$ cat src/rtl/imem_loader.sv
// Byte-stream loader that assembles little-endian words into instruction memory while halting the CPU.
// Optional checksum byte after the last word when IMEM_LOADER_CHECKSUM_EN is defined.
module imem_loader #(
  parameter int unsigned DEPTH      = 32,
  parameter logic [7:0]  START_BYTE = 8'h4C
) (
  input  logic        i_clk,
  input  logic        i_rst_n,
  input  logic [7:0]  i_rx_data,
  input  logic        i_rx_valid,
  output logic        o_load_enable,
  output logic [31:0] o_write_reg,
  output logic [31:0] o_write_data,
  output logic        o_cpu_halt,
  output logic        o_load_done,
  output logic        o_error,
  output logic [7:0]  o_word_count
);

  typedef enum logic [2:0] {
    S_IDLE, S_LEN, S_DATA, S_WRITE, S_CHECK, S_DONE, S_ERROR
  } state_t;

  state_t      state_q, state_d;
  logic [7:0]  len_q, len_d;
  logic [1:0]  idx_q, idx_d;
  logic [31:0] buf_q, buf_d;
  logic        load_enable_d, cpu_halt_d, load_done_d, error_d;
  logic [31:0] write_reg_d, write_data_d;
  logic [7:0]  word_count_d;
  logic        last_word;

  // o_word_count doubles as the write address counter
  assign last_word = (8'(o_word_count + 8'd1) == len_q);

`ifdef IMEM_LOADER_CHECKSUM_EN
  logic [7:0] csum_q, csum_d;
  logic       csum_ok;
  assign csum_ok = (i_rx_data == csum_q);
`endif

  always_ff @(posedge i_clk or negedge i_rst_n) begin
    if (!i_rst_n) state_q <= S_IDLE;
    else          state_q <= state_d;
  end

  always_comb begin
    state_d = state_q;
    case (state_q)
      S_IDLE:  if (i_rx_valid && i_rx_data == START_BYTE) state_d = S_LEN;
      S_LEN:   if (i_rx_valid) begin
        if (i_rx_data == 8'd0 || i_rx_data > 8'(DEPTH)) state_d = S_ERROR;
        else                                          state_d = S_DATA;
      end
      S_DATA:  if (i_rx_valid && idx_q == 2'd3) state_d = S_WRITE;
      S_WRITE: begin
        if (!last_word) state_d = S_DATA;
`ifdef IMEM_LOADER_CHECKSUM_EN
        // a checksum byte landing during the final strobe is resolved at once
        else if (i_rx_valid) state_d = csum_ok ? S_DONE : S_ERROR;
        else                 state_d = S_CHECK;
`else
        else state_d = S_DONE;
`endif
      end
`ifdef IMEM_LOADER_CHECKSUM_EN
      S_CHECK: if (i_rx_valid) state_d = csum_ok ? S_DONE : S_ERROR;
`endif
      S_DONE:  state_d = S_IDLE;
      S_ERROR: state_d = S_IDLE;
      default: state_d = S_IDLE;
    endcase
  end

  always_comb begin
    len_d         = len_q;
    idx_d         = idx_q;
    buf_d         = buf_q;
    load_enable_d = 1'b0;
    write_reg_d   = o_write_reg;
    write_data_d  = o_write_data;
    cpu_halt_d    = o_cpu_halt;
    load_done_d   = o_load_done;
    error_d       = o_error;
    word_count_d  = o_word_count;
`ifdef IMEM_LOADER_CHECKSUM_EN
    csum_d        = csum_q;
`endif
    case (state_q)
      S_IDLE: if (i_rx_valid && i_rx_data == START_BYTE) begin
        cpu_halt_d   = 1'b1;
        load_done_d  = 1'b0;
        error_d      = 1'b0;
        word_count_d = 8'd0;
        idx_d        = 2'd0;
`ifdef IMEM_LOADER_CHECKSUM_EN
        csum_d       = 8'd0;
`endif
      end
      S_LEN: if (i_rx_valid) begin
        len_d = i_rx_data;
        idx_d = 2'd0;
      end
      S_DATA: if (i_rx_valid) begin
        buf_d[{idx_q, 3'b000} +: 8] = i_rx_data;
        idx_d = idx_q + 2'd1;
`ifdef IMEM_LOADER_CHECKSUM_EN
        csum_d = csum_q ^ i_rx_data;
`endif
        if (idx_q == 2'd3) begin
          load_enable_d = 1'b1;
          write_reg_d   = 32'(o_word_count);
          write_data_d  = {i_rx_data, buf_q[23:0]};
        end
      end
      S_WRITE: begin
        word_count_d = 8'(o_word_count + 8'd1);
        // byte arriving during the strobe is byte 0 of the next word
        if (i_rx_valid && !last_word) begin
          buf_d[{idx_q, 3'b000} +: 8] = i_rx_data;
          idx_d = idx_q + 2'd1;
`ifdef IMEM_LOADER_CHECKSUM_EN
          csum_d = csum_q ^ i_rx_data;
`endif
        end
      end
      S_DONE: begin
        load_done_d = 1'b1;
        cpu_halt_d  = 1'b0;
      end
      S_ERROR: begin
        error_d    = 1'b1;
        cpu_halt_d = 1'b0;
      end
      default: ;
    endcase
  end

  always_ff @(posedge i_clk or negedge i_rst_n) begin
    if (!i_rst_n) begin
      len_q         <= 8'd0;
      idx_q         <= 2'd0;
      buf_q         <= 32'd0;
      o_load_enable <= 1'b0;
      o_write_reg   <= 32'd0;
      o_write_data  <= 32'd0;
      o_cpu_halt    <= 1'b0;
      o_load_done   <= 1'b0;
      o_error       <= 1'b0;
      o_word_count  <= 8'd0;
    end else begin
      len_q         <= len_d;
      idx_q         <= idx_d;
      buf_q         <= buf_d;
      o_load_enable <= load_enable_d;
      o_write_reg   <= write_reg_d;
      o_write_data  <= write_data_d;
      o_cpu_halt    <= cpu_halt_d;
      o_load_done   <= load_done_d;
      o_error       <= error_d;
      o_word_count  <= word_count_d;
    end
  end

`ifdef IMEM_LOADER_CHECKSUM_EN
  always_ff @(posedge i_clk or negedge i_rst_n) begin
    if (!i_rst_n) csum_q <= 8'd0;
    else          csum_q <= csum_d;
  end
`endif

endmodule
$ cat config.mk
export PLATFORM = sky130hd
export DESIGN_NAME = imem_loader
export DESIGN_NICKNAME = d
export VERILOG_FILES = /design/src/rtl/imem_loader.sv
export SDC_FILE = /design/constraint.sdc
export NUM_CORES = 1
export LEC_CHECK = 0
export ABC_CLOCK_PERIOD_IN_PS = 5300
export CAP_MARGIN = 20
export CORE_UTILIZATION = 50
export CTS_CLUSTER_SIZE = 40
export DETAILED_ROUTE_END_ITERATION = 8
export DONT_BUFFER_PORTS = 1
export GPL_TIMING_DRIVEN = 0
export HOLD_SLACK_MARGIN = 0.06
export PLACE_DENSITY = 0.72
export SKIP_LAST_GASP = 1
export SLEW_MARGIN = 20
export SYNTH_ARGS = -nofsm -noshare
export SYNTH_HDL_FRONTEND = slang
export SYNTH_SLANG_ARGS = --single-unit
$ cat constraint.sdc
create_clock -name i_clk -period 5.3 [get_ports i_clk]
set_input_delay 0.265 -clock i_clk [delete_from_list [all_inputs] [get_ports i_clk]]
set_output_delay 0.265 -clock i_clk [all_outputs]
set_load 0.03 [all_outputs]
==> summary.md <==
| Metric | Value |
|---|---|
| Setup_tns | 0 ps |
| Crit end category | register |
| Wire per inst | 16.9 um |
| Initial antenna violation count | 0 |
| Hold path startpoint | i_rx_data[6] |
| Syn-to-layout area delta | 12.4% |
| Synth warn | 0 |
| Max Cap Viol | 0 |
| Post-CTS Hold Fix Bufs | 10 |
| Row count | 33 |
| Post-Syn Area per Cell | around 12 um^2 |
| Period utilization | 53.0% |
| Fin worst setup slack | 2490 ps |
| Clock insertion delay at the later pin of the skew report | around 360 ps |
| Max-slew headroom | between 30% and 40% |
| Arr. time, crit path | 3090 ps |
| Worst EP required | approximately 5600 ps |
| Worst-path clk slew | ~90 ps |
| Primary FF master, synth | dfrtp_1 |
| P per Cell Area | slightly below 600 nW/um^2 |
| Synth area leaders | dfrtp_1 51%, mux2_2 12%, mux2i_1 5.5%, buf_4 4.5%, nand2_1 3.0% |
| Synthesized flop and latch total | just under 90 |
| Worst vdd rail ir drop | 319 uV |
| Detailed-route via count | between 2000 and 3000 |
| Leading registers by flop count | o_write_data x32, buf_q x24 |
| CTS Sinks | between 80 and 90 |
| Core ar. | around 8300 um^2 |
| GRT Total Usage | 21.2% |
| Setup slack at placement | about 2500 ps |
| Finished Cell Area | between 4000 and 5000 um^2 |
| DRC | 0 |
| Global-route wire length before repair | about 14000 um |
| Largest net degree at the start of global routing | 90 |
| Max Clock Skew | around 13 ps |
| Number of flip-flops in the largest register | 32 |
| Worst hold path class | in -> reg |
| RSZ-0062 raised after global routing | no |
| Top post-synthesis cells by count | 89 x dfrtp_1, 48 x mux2_2, 35 x nand2_1 |
| DIE AREA | between 9000 and 10000 um^2 |
| Type of origin of the critical path | register |
| PortBufs | 0 |
| Area of the mapped netlist | approximately 4400 um^2 |
| # IOs | 87 |
| Total CTS buffers | 9 |
| Longest Clk Path Bufs | 2 |
| Share of layout cells above drive strength 1 | roughly a quarter |
| Vias per cell | between 5 and 6 |
| Unique masters post-synth | 48 |
| Worst Path Max Fanout | 9 |
| Final setup violation count | 0 |
| Area of placed instances | between 4000 and 5000 um^2 |
| TritonCTS clock tree | yes |
| Non-filler cells, final | about 520 |
| Initial Util | a little over half |
| Core Util, Final | 58.8% |
| DIE HEIGHT | 95.4 um |
| Post-route minimum period | 2810 ps |
| Largest reg by FF count | o_write_data |
| GP Congestion | about 0.83 |
| Slew Limit Fails | 0 |
| Iteration-0 DRC Markers | around 120 |
| Antenna violation net count after detailed routing | 0 |
| Setup bufs post-CTS | 0 |
| First-pass DRT Iterations | 5 |
| Die Wd | approximately 95 um |
| Final net count | between 400 and 500 |
| H-tree depth | 3 |
| Outcome | finished, final reports clean |
| Crit Path Class | reg -> reg |
| Static leakage power | 0.00230 uW |
| Reg2Reg Launch Point | o_word_count[0] |
| Largest area contributor in the netlist | dfrtp_1 |
| Fmax | ~360 MHz |
| Hold Vio Cnt, Final | 0 |
| Number of synthesized flops with an enable pin | 0 |
| Top-count cell post-synth | dfrtp_1 |
| DP Cell Count | 496 |
| HPWL Detailed | about 5700 um |
| Post-cts resize count | 0 |
| Post-synthesis sequential area ratio | approximately half |
| Synth top area share | a little over 50% |
| Fill count | 700 |
| Cells after synthesis | roughly 370 |
| Total gr overflow | 0 |
| Worst-Margin Slew | 1000 ps |
| Vias in the first global route | about 2800 |
| Clk Tree Root Cell | clkbuf_8 |
| Crit path from | o_word_count[0] |
| Ys async rst share | between 90% and 100% |
| WL final | about 8800 um |
| ANT cells | 0 |
## critical path, cell delays in order, from the launching register on
cell and delay [ps]:
dfrtp_1 700, ha_1 230, clkbuf_1 270, and3_2 280
nand3_1 130, o32ai_1 200, a21oi_2 230, o2111ai_4 440
mux2i_1 260
## cell families after synthesis
| kind of cell | after synthesis | synth area share [%] |
|---|---|---|
| compound gates | 47 | 9.09 |
| flops | 89 | 51.0 |
| buf+inv | 68 | 8.78 |
| fa+ha+maj | 6 | 1.72 |
| other cells | 1 | 0.0860 |
| simple gates | 75 | 8.95 |
| xor+xnor | 10 | 2.44 |
| mux | 72 | 17.9 |
## power breakdown
| part | switching (uW) | internal (uW) | total [uW] | leakage, uW |
|---|---|---|---|---|
| Combinational | 442 | 405 | 847 | 0.00108 |
| Sequential | 587 | 963 | 1550 | 0.00112 |
| Clock | 256 | 227 | 483 | 0.000103 |
## cell usage in the layout, fill, tap and decap left out, drive strengths merged, types with 6 or more instances in the layout
cell and n:
dfrtp 89, mux2 48, nand2 35, inv 34
buf 33, mux2i 24, conb 24, clkbuf 15
o21ai 13, a21oi 12, dlygate4sd3 9, nand3 7
nor3b 7, nor2 6, ha 6, xor2 6
## final timing paths
check	slack (ps)	cells past startpoint	end
max	2490	8	buf_q[0]
min	230	3	state_q[2]
max reg2reg	2490	8	buf_q[0]
min reg2reg	510	1	o_write_data[2]
max in group asynchronous	4440	2	o_write_reg[0]
min in group asynchronous	480	2	o_word_count[6]
## stage by stage
step	hold WS, ps	total power, uW
after CTS	210	2910
after detailed placement	-28.9	2390
after floorplan	-30.6	2210
after global placement	-29.0	2350
final	227	2880
after global routing	247	3060
## routing by layer
layer / up-vias / part of all wire (%) / global-route usage, %
met2: 90 / 49 / 34.5
met4: 0 / 1.6 / 6.47
met1: 1366 / 41 / 26.5
met3: 12 / 7.9 / 7.58
met5: - / 0 / 0
li1: 1301 / - / -
## layout make-up
cell class                      instances  area [um^2]  area share (%)
Buffer                                 38          270            5.51
Clock buffer                            9          124            2.52
Timing Repair Buffer                   10          118            2.40
Multi-Input combinational cell        234         1840            37.5
Tap cell                              105          131            2.68
Sequential cell                        89         2230            45.4
Clock inverter                          7         83.8            1.71
Inverter                               30          113            2.30
(Power assumes the default switching activity.)
